[config.mk]
export PLATFORM = sky130hd
export DESIGN_NAME = thread_state_mc_flat
export DESIGN_NICKNAME = d
export VERILOG_FILES = /design/src/rtl/thread_state_mc_pkg.sv /design/src/rtl/thread_state_mc_if.sv /design/src/rtl/thread_state_mc_scan.sv /design/src/rtl/thread_state_mc.sv /design/src/flat_wrapper.sv
export SDC_FILE = /design/constraint.sdc
export NUM_CORES = 1
export LEC_CHECK = 0
export ABC_AREA = 1
export CAP_MARGIN = 20
export CELL_PAD_IN_SITES_DETAIL_PLACEMENT = 2
export CELL_PAD_IN_SITES_GLOBAL_PLACEMENT = 2
export CORE_ASPECT_RATIO = 0.6
export CORE_UTILIZATION = 32
export CTS_CLUSTER_DIAMETER = 100
export DETAILED_ROUTE_END_ITERATION = 7
export GPL_TIMING_DRIVEN = 1
export HOLD_SLACK_MARGIN = 0.12
export MAX_ROUTING_LAYER = met4
export PLACE_DENSITY = 0.95
export SYNTH_ARGS = -nofsm -noshare
export SYNTH_HDL_FRONTEND = slang
export SYNTH_SLANG_ARGS = --single-unit
[constraint.sdc]
create_clock -name CLK -period 5.7 [get_ports CLK]
set_clock_uncertainty 0.1 [all_clocks]
set_input_delay 0.57 -clock CLK [delete_from_list [all_inputs] [get_ports CLK]]
set_output_delay 0.57 -clock CLK [all_outputs]
set_load 0.02 [all_outputs]
[src/rtl/thread_state_mc_pkg.sv]
// thread_state_mc_pkg: thread state width, scanner state encoding and width helper
package thread_state_mc_pkg;
    localparam int THREAD_STATE_MSB = 1;
    typedef enum logic [1:0] {SC_IDLE, SC_SCAN, SC_DONE} scan_state_e;
    function automatic int msb(input int v);
        return v < 2 ? 0 : $clog2(v + 1) - 1;
    endfunction
endpackage

[src/rtl/thread_state_mc_if.sv]
// thread_state_mc_if: write/read channels, scan request/result and error flag of the thread state table
// master drives wr_*, rd_num, scan_req/match/claim; slave (the table) drives rd_state, scan_busy/done/hit/num, err
interface thread_state_mc_if import thread_state_mc_pkg::*; #(
    parameter int N_THREADS   = 16,
    parameter int N_CHANNELS  = 4,
    parameter int STATE_WIDTH = THREAD_STATE_MSB + 1
);
    localparam int NW = msb(N_THREADS - 1) + 1;
    logic [N_CHANNELS-1:0]             wr_en;
    logic [N_CHANNELS*NW-1:0]          wr_num;
    logic [N_CHANNELS*STATE_WIDTH-1:0] wr_state;
    logic [N_CHANNELS*NW-1:0]          rd_num;
    logic [N_CHANNELS*STATE_WIDTH-1:0] rd_state;
    logic                              scan_req;
    logic [STATE_WIDTH-1:0]            scan_match;
    logic [STATE_WIDTH-1:0]            scan_claim;
    logic                              scan_busy;
    logic                              scan_done;
    logic                              scan_hit;
    logic [NW-1:0]                     scan_num;
    logic                              err;
    modport master (
        output wr_en, wr_num, wr_state, rd_num, scan_req, scan_match, scan_claim,
        input  rd_state, scan_busy, scan_done, scan_hit, scan_num, err
    );
    modport slave (
        input  wr_en, wr_num, wr_state, rd_num, scan_req, scan_match, scan_claim,
        output rd_state, scan_busy, scan_done, scan_hit, scan_num, err
    );
endinterface

[src/rtl/thread_state_mc_scan.sv]
// ts_scan: round-robin find-and-claim scanner over the thread state table
// in: flattened table, per-thread channel-write mask, req/match/claim; out: busy/done/hit/num and a claim write
module ts_scan import thread_state_mc_pkg::*; #(
    parameter int N_THREADS   = 16,
    parameter int NW          = 4,
    parameter int STATE_WIDTH = 2,
    parameter int SCAN_WIDTH  = 4
) (
    input  logic                             CLK,
    input  logic                             RST,
    input  logic [N_THREADS*STATE_WIDTH-1:0] tbl_flat,
    input  logic [N_THREADS-1:0]             ch_wr,
    input  logic                             req,
    input  logic [STATE_WIDTH-1:0]           match,
    input  logic [STATE_WIDTH-1:0]           claim,
    output logic                             busy,
    output logic                             done,
    output logic                             hit,
    output logic [NW-1:0]                    num,
    output logic                             cl_en,
    output logic [NW-1:0]                    cl_num,
    output logic [STATE_WIDTH-1:0]           cl_state
);
    localparam int NG = N_THREADS / SCAN_WIDTH;
    scan_state_e state, nxt;
    logic [NW-1:0] grp, grp_nx, cnt, base, f_num;
    logic [STATE_WIDTH-1:0] m_q, c_q;
    logic f_hit, last;
    assign base     = grp * NW'(SCAN_WIDTH);
    assign grp_nx   = grp == NW'(NG - 1) ? '0 : grp + 1'b1;
    assign last     = cnt == NW'(NG - 1);
    assign busy     = state == SC_SCAN;
    assign done     = state == SC_DONE;
    assign cl_en    = busy && f_hit;
    assign cl_num   = f_num;
    assign cl_state = c_q;
    // descending walk so the lowest qualifying index is the one left standing
    always_comb begin
        f_hit = 1'b0;
        f_num = '0;
        for (int i = SCAN_WIDTH - 1; i >= 0; i--)
            if (tbl_flat[(base + NW'(i)) * STATE_WIDTH +: STATE_WIDTH] == m_q && !ch_wr[base + NW'(i)]) begin
                f_hit = 1'b1;
                f_num = base + NW'(i);
            end
    end
    always_comb begin
        nxt = state == SC_IDLE ? (req ? SC_SCAN : SC_IDLE)
            : state == SC_SCAN ? (f_hit || last ? SC_DONE : SC_SCAN)
            : SC_IDLE;
    end
    always_ff @(posedge CLK) begin
        if (RST) state <= SC_IDLE;
        else     state <= nxt;
    end
    // grp always advances: after a hit it points past the hit group, after a full miss it is back at its start
    always_ff @(posedge CLK) begin
        if (RST) begin
            grp <= '0;
            cnt <= '0;
            m_q <= '0;
            c_q <= '0;
            hit <= 1'b0;
            num <= '0;
        end else if (state == SC_IDLE && req) begin
            m_q <= match;
            c_q <= claim;
            cnt <= '0;
        end else if (busy) begin
            grp <= grp_nx;
            cnt <= cnt + 1'b1;
            if (f_hit || last) hit <= f_hit;
            if (f_hit) num <= f_num;
        end
    end
endmodule

[src/rtl/thread_state_mc.sv]
// thread_state_mc: multi-channel thread state table with fixed-priority writes, registered reads and a claim scanner
// CLK/RST plain ports; bus (slave modport) carries write/read channels, scan request/result and sticky err
module thread_state_mc import thread_state_mc_pkg::*; #(
    parameter int N_THREADS     = 16,
    parameter int N_THREADS_MSB = msb(N_THREADS - 1),
    parameter int N_CHANNELS    = 4,
    parameter int STATE_WIDTH   = THREAD_STATE_MSB + 1,
    parameter logic [STATE_WIDTH-1:0] RESET_STATE = '0,
    parameter int SCAN_WIDTH    = 4
) (
    input logic CLK,
    input logic RST,
    thread_state_mc_if.slave bus
);
    localparam int NW = N_THREADS_MSB + 1;
    logic [STATE_WIDTH-1:0] tbl [N_THREADS];
    logic [N_THREADS*STATE_WIDTH-1:0] tbl_flat;
    logic [N_CHANNELS*STATE_WIDTH-1:0] rd_q;
    logic [N_THREADS-1:0] ch_wr;
    logic [NW-1:0] cl_num;
    logic [STATE_WIDTH-1:0] cl_state;
    logic coll, cl_en, err_q;
    for (genvar j = 0; j < N_THREADS; j++) begin : g_flat
        assign tbl_flat[j*STATE_WIDTH +: STATE_WIDTH] = tbl[j];
    end
    assign bus.rd_state = rd_q;
    assign bus.err      = err_q;
    always_comb begin
        ch_wr = '0;
        coll  = 1'b0;
        for (int c = 0; c < N_CHANNELS; c++) begin
            if (bus.wr_en[c]) ch_wr[bus.wr_num[c*NW +: NW]] = 1'b1;
            for (int k = c + 1; k < N_CHANNELS; k++)
                coll |= bus.wr_en[c] && bus.wr_en[k] && bus.wr_num[c*NW +: NW] == bus.wr_num[k*NW +: NW];
        end
    end
    // writes issued lowest priority first: the last nonblocking assignment to an entry wins
    always_ff @(posedge CLK) begin
        if (RST) begin
            for (int j = 0; j < N_THREADS; j++) tbl[j] <= RESET_STATE;
            rd_q  <= {N_CHANNELS{RESET_STATE}};
            err_q <= 1'b0;
        end else begin
            if (cl_en) tbl[cl_num] <= cl_state;
            for (int c = N_CHANNELS - 1; c >= 0; c--)
                if (bus.wr_en[c]) tbl[bus.wr_num[c*NW +: NW]] <= bus.wr_state[c*STATE_WIDTH +: STATE_WIDTH];
            for (int c = 0; c < N_CHANNELS; c++)
                rd_q[c*STATE_WIDTH +: STATE_WIDTH] <= tbl[bus.rd_num[c*NW +: NW]];
            err_q <= err_q | coll;
        end
    end
    ts_scan #(
        .N_THREADS(N_THREADS), .NW(NW), .STATE_WIDTH(STATE_WIDTH), .SCAN_WIDTH(SCAN_WIDTH)
    ) u_scan (
        .CLK(CLK), .RST(RST), .tbl_flat(tbl_flat), .ch_wr(ch_wr),
        .req(bus.scan_req), .match(bus.scan_match), .claim(bus.scan_claim),
        .busy(bus.scan_busy), .done(bus.scan_done), .hit(bus.scan_hit), .num(bus.scan_num),
        .cl_en(cl_en), .cl_num(cl_num), .cl_state(cl_state)
    );
endmodule

[src/flat_wrapper.sv]
// flat-port wrapper written by rule: the top's interface ports become plain ports
module thread_state_mc_flat import thread_state_mc_pkg::*;
#(
    parameter int N_THREADS     = 16,
    parameter int N_THREADS_MSB = msb(N_THREADS - 1),
    parameter int N_CHANNELS    = 4,
    parameter int STATE_WIDTH   = THREAD_STATE_MSB + 1,
    parameter logic [STATE_WIDTH-1:0] RESET_STATE = '0,
    parameter int SCAN_WIDTH    = 4
)
  (CLK, RST, bus_wr_en, bus_wr_num, bus_wr_state, bus_rd_num, bus_scan_req, bus_scan_match, bus_scan_claim, bus_rd_state, bus_scan_busy, bus_scan_done, bus_scan_hit, bus_scan_num, bus_err);
  thread_state_mc_if #(.N_THREADS(N_THREADS), .N_CHANNELS(N_CHANNELS), .STATE_WIDTH(STATE_WIDTH)) bus_i ();
  input logic CLK;
  input logic RST;
  input wire logic [$bits(bus_i.wr_en)-1:0] bus_wr_en;
  input wire logic [$bits(bus_i.wr_num)-1:0] bus_wr_num;
  input wire logic [$bits(bus_i.wr_state)-1:0] bus_wr_state;
  input wire logic [$bits(bus_i.rd_num)-1:0] bus_rd_num;
  input wire logic [$bits(bus_i.scan_req)-1:0] bus_scan_req;
  input wire logic [$bits(bus_i.scan_match)-1:0] bus_scan_match;
  input wire logic [$bits(bus_i.scan_claim)-1:0] bus_scan_claim;
  output wire logic [$bits(bus_i.rd_state)-1:0] bus_rd_state;
  output wire logic [$bits(bus_i.scan_busy)-1:0] bus_scan_busy;
  output wire logic [$bits(bus_i.scan_done)-1:0] bus_scan_done;
  output wire logic [$bits(bus_i.scan_hit)-1:0] bus_scan_hit;
  output wire logic [$bits(bus_i.scan_num)-1:0] bus_scan_num;
  output wire logic [$bits(bus_i.err)-1:0] bus_err;
  assign bus_i.wr_en = bus_wr_en;
  assign bus_i.wr_num = bus_wr_num;
  assign bus_i.wr_state = bus_wr_state;
  assign bus_i.rd_num = bus_rd_num;
  assign bus_i.scan_req = bus_scan_req;
  assign bus_i.scan_match = bus_scan_match;
  assign bus_i.scan_claim = bus_scan_claim;
  assign bus_rd_state = bus_i.rd_state;
  assign bus_scan_busy = bus_i.scan_busy;
  assign bus_scan_done = bus_i.scan_done;
  assign bus_scan_hit = bus_i.scan_hit;
  assign bus_scan_num = bus_i.scan_num;
  assign bus_err = bus_i.err;
  thread_state_mc #(.N_THREADS(N_THREADS), .N_THREADS_MSB(N_THREADS_MSB), .N_CHANNELS(N_CHANNELS), .STATE_WIDTH(STATE_WIDTH), .RESET_STATE(RESET_STATE), .SCAN_WIDTH(SCAN_WIDTH)) u_core (.CLK(CLK), .RST(RST), .bus(bus_i));
endmodule
## After elaboration in Yosys (flattened, before gate mapping)

Memory sizes are Yosys's and may differ from the RTL's. A register that Yosys moved wholly into a read port is not among the register bits.
Cells that the tools add are included.

| storage, ports and cells | value |
|---|---|
| register bits | 20 |
| bits in writable memories | 32 |
| bits of input ports | 51 |
| output and inout port bits | 16 |
| memories | 1 |

| cells by class | value |
|---|---|
| add/subtract/negate cells | 8 |
| order comparisons | 12 |
| eq/ne operators | 14 |
| shift operators | 4 |
| multiplexer cells | 65 |
| bitwise operators | 10 |
| reduce and logical (&&, ||, !) cells | 37 |

Memories:

| name | words | bits a word | read ports | clocked after Yosys merged registers in | write ports | line | text |
|---|---|---|---|---|---|---|---|
| u_core.tbl | 16 | 2 | 20 | 4 | 16 | thread_state_mc.sv:16 | `logic [STATE_WIDTH-1:0] tbl [N_THREADS];` |

Operators with widths:

| cell | number |
|---|---|
| $shiftx 32x7->2 | 3 |
| $mux 16 | 4 |
| $or 16x16->16 | 3 |
| $lt 4x5->1 const B | 8 |
| $mux 4 | 10 |
| $mux 1 | 35 |
| $shiftx 32x6->2 | 1 |
| $eq 4x4->1 | 6 |
| $logic_and 1x1->1 | 22 |
| $demux 1 s4 | 4 |
| $ge 4x1->1 const B | 4 |
| $mux 2 | 8 |
| $add 4x1->4 const B | 3 |
| $bmux 1 s4 | 3 |
| $reduce_or 2->1 | 6 |
| $add 4x2->5 const B | 2 |
| $add 4x2->4 const B | 2 |
| $eq 2x2->1 | 4 |
| $eq 4x2->1 const B | 2 |
| $or 1x1->1 | 6 |
| $reduce_and 3->1 | 2 |
| $add 4x1->5 const B | 1 |
| $logic_not 1->1 | 4 |
| $bmux 1 s2 | 1 |
| 6 further kinds | 6 |

## Logic depth before layout (Yosys ltp)

| depth | value |
|---|---|
| depth after elaboration | 25 |
| depth in mapped cells | 24 |

## Modules after synthesis

Synthesis repeated with hierarchy kept, for this count alone.

| unflattened totals | value |
|---|---|
| cells, all modules | 1281 |
| area, all modules | 7055.5 sq um |

By module, submodules not included:

| module | times used | cells an instance | area an instance (sq um) | sequential area each (sq um) |
|---|---|---|---|---|
| thread_state_mc | 1 | 1047 | 5634.2 | 1141.1 |
| ts_scan | 1 | 234 | 1421.4 | 380.4 |

## Worst setup path after synthesis

Ideal clock, no wire load.

| path | value |
|---|---|
| path kind | input to register |
| start | input bus_wr_en[0] |
| end | memory u_core.tbl[5][0] (data pin) |
| setup time | 252 ps |
| data arrival time | 2219 ps |
| data required time | 5348 ps |
| setup slack | 3128 ps |
| stages | 18 |
| cell sequence | buf_2 -> nand2_1 -> nor2_1 -> inv_1 -> nor2_1 -> nand3b_1 -> nand3_1 -> nand3_2 -> nand2_2 -> nor2_1 -> nor3_2 -> buf_2 -> nand3_1 -> nand2_1 -> nand2_1 -> nand2_1 -> nand2_1 -> nand2_1 |

RTL lines:

| item | line | text |
|---|---|---|
| from (decl) | flat_wrapper.sv:15 | `input wire logic [$bits(bus_i.wr_en)-1:0] bus_wr_en;` |
| to (decl) | thread_state_mc.sv:16 |  |

==> run metrics <==
result of the run=complete, no violations; start of the worst register-to-register path=u_core.u_scan.grp[0]$_SDFFE_PP0P_; final hold violation count=0; sequential standard cell area=1520 um^2; capturing element type of the critical path=flip-flop; worst min-delay path startpoint=u_core.u_scan.hit$_SDFFE_PP0P_; critical path fanouts, max=26; met3 Use GR=0.0854; maximum number of pins on one net before global-route repair=59; Area contributors post-synth=sky130_fd_sc_hd__nand2_1, sky130_fd_sc_hd__edfxtp_1, sky130_fd_sc_hd__nand3_1, sky130_fd_sc_hd__o21ai_0, sky130_fd_sc_hd__nor2_1; ANT nets after route=0; most frequent cells after synthesis=sky130_fd_sc_hd__nand2_1, sky130_fd_sc_hd__nand3_1, sky130_fd_sc_hd__nor2_1, sky130_fd_sc_hd__inv_1, sky130_fd_sc_hd__o21ai_0; total nets after synthesis=1354; Starting DRT DRC Count=1306; global router's overall resource usage=0.374; met2 Usage GRT=0.544; non-filler instance count after layout=1600; Worst Setup Start Kind=flip-flop; DIE HEIGHT=117 um; total inserted antenna cells=0; antenna violations before repair=1; RSZ-0062 raised after global routing=false; power per standard cell area=220 nW/um^2; headroom to the max-slew limit=0.295; total number of yosys warnings=0; Clock Root Buffer=sky130_fd_sc_hd__clkbuf_16; PnR Total Power=1.78 mW; crit path time final=4.27 ns; Slew Viols, Final=0; share of the cycle needed by the critical path after routing=0.750; number of gates resized after CTS=0; post-synth top area share=0.202; Netlist Area Pre-Place=7110 um^2; flip-flop and latch count after synthesis=60; most frequent CP cell=sky130_fd_sc_hd__nand2_1; Placeable Area=21400 um^2; sum of net half-perimeters after detailed placement=30.8 mm; area added between synthesis and finish=13.6%; arrival time of the worst setup path=4.40 ns; cell count after placement=1584; post-route setup TNS=0 ns; clock tree buffer depth=2; number of standard cells after synthesis=1301; number of synthesized flops with an enable pin=32; leading register cell type out of synthesis=sky130_fd_sc_hd__edfxtp_1; Horiz. Die Dim=194 um; clock tree from TritonCTS=built; # DRC=0; ys async rst share=0; total clock buffers created by CTS=9; hold-fix buffers at CTS=0; Max Clock Freq=234 MHz; critical path class=flip-flop to flip-flop; average routed wire per standard cell=25.8 um; Avg Synthesized Cell Area=5.46 um^2; vias in the first global route=10200; global routing met1 resource utilization=0.509; area occupied by multi-input gates=4610 um^2; average vias per placed instance=6.14; wire length of the first global-routing pass=62.5 mm; number of filler cells placed in the layout=2805; number of I/O port buffers=66; GRT overflow=0; fraction of the yosys area taken by sequential cells=0.214; cell type group with the largest total delay on the critical path=simple AND/OR/NAND/NOR gates; number of max-capacitance violations reported=0; Post-CTS Setup Bufs=0; starting utilization of the core area=0.332; Die ar.=22800 um^2; worst path setup slack after routing=1.43 ns; worst vdd rail ir drop=0.154 mV; highest cell delay on the worst timing path=0.98 ns; crit path cell chain=inv_4 -> nand2_1 -> nand3_1 -> nand3_1 -> nand2_1 -> nor2_1 -> nand3_1 -> nand2_2 -> nor2_1 -> nor3_2 -> nand3_1 -> nand2_1 -> nand2_1 -> nand2_1 -> nand2_1 -> nand2_1; global placement routability congestion=1.02; most frequently used cell type in the post-synthesis netlist=sky130_fd_sc_hd__nand2_1; endpoint required time on the critical path=5.82 ns; DRT Wirelength=41.4 mm; biggest area consumer among synthesized cells=sky130_fd_sc_hd__nand2_1; DP Area=7790 um^2; post-synthesis cell type count=44; setup violation total in the final timing report=0; hold_ws=0.400 ns; slowest library cell on the worst path=sky130_fd_sc_hd__dfxtp_1; worst setup path startpoint=u_core.u_scan.grp[0]$_SDFFE_PP0P_; actual transition at the worst max-transition pin=1.05 ns; via count=9819; clock transition at the registers of the reported paths=0.07 ns; Worst Path Buf+Inv=1; Placement Rows=41; busiest layer in global routing=met2; utilization of the core after routing=0.377; cell leakage power=3.64 nW; HP Class=flip-flop to flip-flop; top-level I/O count=67; Setup WS pre-CTS=1.39 ns; Sink Count=60; first drt pass iteration count=5; Total Nets Final=1369; share of layout cells above drive strength 1=0.0522; Design Area, Final=8080 um^2; Skew-Pair Late Insertion Delay=0.37 ns; Clock H-tree levels=3
per-layer routing:
layer  wire, um  share of wire
met5          0              0
met3       4800           0.12
met2      17400           0.42
met4       1100          0.027
met1      18000           0.44
final cells by class:
cell class / count / share of cell area
Clock buffer: 9 / 0.0279
Sequential cell: 60 / 0.188
Inverter: 163 / 0.0761
Tap cell: 279 / 0.0432
Timing Repair Buffer: 71 / 0.0858
Multi-Input combinational cell: 1011 / 0.571
Clock inverter: 7 / 0.00713
registers in the layout, summed over array words and instances (netlist names):
register,cells
u_core.u_scan.grp,4
u_core.u_scan.cl_state,2
u_core.u_scan.hit,1
u_core.u_scan.state,2
u_core.u_scan.num,4
u_core.bus.err,1
u_core.tbl,32
u_core.u_scan.cnt,4
u_core.u_scan.m_q,2
u_core.bus.rd_state,8
logic make-up (layout without fill, tap and decap cells):
kind of cell,Yosys count,after routing,synth area share
and+or+nand+nor,744,744,0.446
AOI/OAI and AO/OA,259,259,0.193
buffers and inverters,230,250,0.136
DFF,60,60,0.214
xor gates and xnor gates,6,6,0.00740
adders and majority gates,2,2,0.00352
path summary, 6_finish.rpt:
| kind | end | slack [ns] | depth (start not counted) |
|---|---|---|---|
| setup / recovery | u_core.tbl[4][0]$_DFFE_PP_ | 1.43 | 16 |
| setup reg to reg | u_core.tbl[4][0]$_DFFE_PP_ | 1.43 | 16 |
| hold reg to reg | u_core.u_scan.hit$_SDFFE_PP0P_ | 0.40 | 2 |
| hold / removal | u_core.u_scan.hit$_SDFFE_PP0P_ | 0.40 | 2 |
cell usage in the layout, fill, tap and decap left out, types with 2 or more instances in the layout:
master,n
sky130_fd_sc_hd__nor2_4,4
sky130_fd_sc_hd__clkinv_4,2
sky130_fd_sc_hd__clkinv_1,2
sky130_fd_sc_hd__a21oi_1,108
sky130_fd_sc_hd__nand3_1,154
sky130_fd_sc_hd__edfxtp_1,32
sky130_fd_sc_hd__nor2_1,154
sky130_fd_sc_hd__nand2_1,383
sky130_fd_sc_hd__dfxtp_1,28
sky130_fd_sc_hd__clkbuf_16,9
sky130_fd_sc_hd__ha_1,2
sky130_fd_sc_hd__inv_2,17
sky130_fd_sc_hd__a221oi_1,2
sky130_fd_sc_hd__nand3b_1,3
sky130_fd_sc_hd__nand3_2,4
sky130_fd_sc_hd__nor3_1,9
sky130_fd_sc_hd__nand2_2,5
sky130_fd_sc_hd__xor2_1,4
sky130_fd_sc_hd__buf_4,5
sky130_fd_sc_hd__nor4_1,4
sky130_fd_sc_hd__inv_6,3
sky130_fd_sc_hd__o21ai_1,2
sky130_fd_sc_hd__xnor2_1,2
sky130_fd_sc_hd__nand4_1,9
sky130_fd_sc_hd__o22ai_1,7
sky130_fd_sc_hd__clkdlybuf4s50_1,65
sky130_fd_sc_hd__o21ai_0,118
sky130_fd_sc_hd__nor2_2,10
sky130_fd_sc_hd__inv_1,143
sky130_fd_sc_hd__a31oi_1,3
sky130_fd_sc_hd__inv_4,2
sky130_fd_sc_hd__o211ai_1,12
report_power, final:
| part | total [mW] | switching [mW] | internal (mW) |
|---|---|---|---|
| Sequential | 0.562 | 0.0686 | 0.493 |
| Clock | 0.577 | 0.276 | 0.302 |
| Combinational | 0.641 | 0.463 | 0.178 |
| Total | 1.78 | 0.807 | 0.973 |
worst register-to-register path, cell delays in order (launching register included):
cell and delay [ns]:
sky130_fd_sc_hd__dfxtp_1 0.98, sky130_fd_sc_hd__inv_4 0.30, sky130_fd_sc_hd__nand2_1 0.15, sky130_fd_sc_hd__nand3_1 0.21, sky130_fd_sc_hd__nand3_1 0.22, sky130_fd_sc_hd__nand2_1 0.08
sky130_fd_sc_hd__nor2_1 0.23, sky130_fd_sc_hd__nand3_1 0.15, sky130_fd_sc_hd__nand2_2 0.16, sky130_fd_sc_hd__nor2_1 0.13, sky130_fd_sc_hd__nor3_2 0.80, sky130_fd_sc_hd__nand3_1 0.20
sky130_fd_sc_hd__nand2_1 0.12, sky130_fd_sc_hd__nand2_1 0.08, sky130_fd_sc_hd__nand2_1 0.09, sky130_fd_sc_hd__nand2_1 0.06, sky130_fd_sc_hd__nand2_1 0.07
Power figures use the tool's default switching activity.
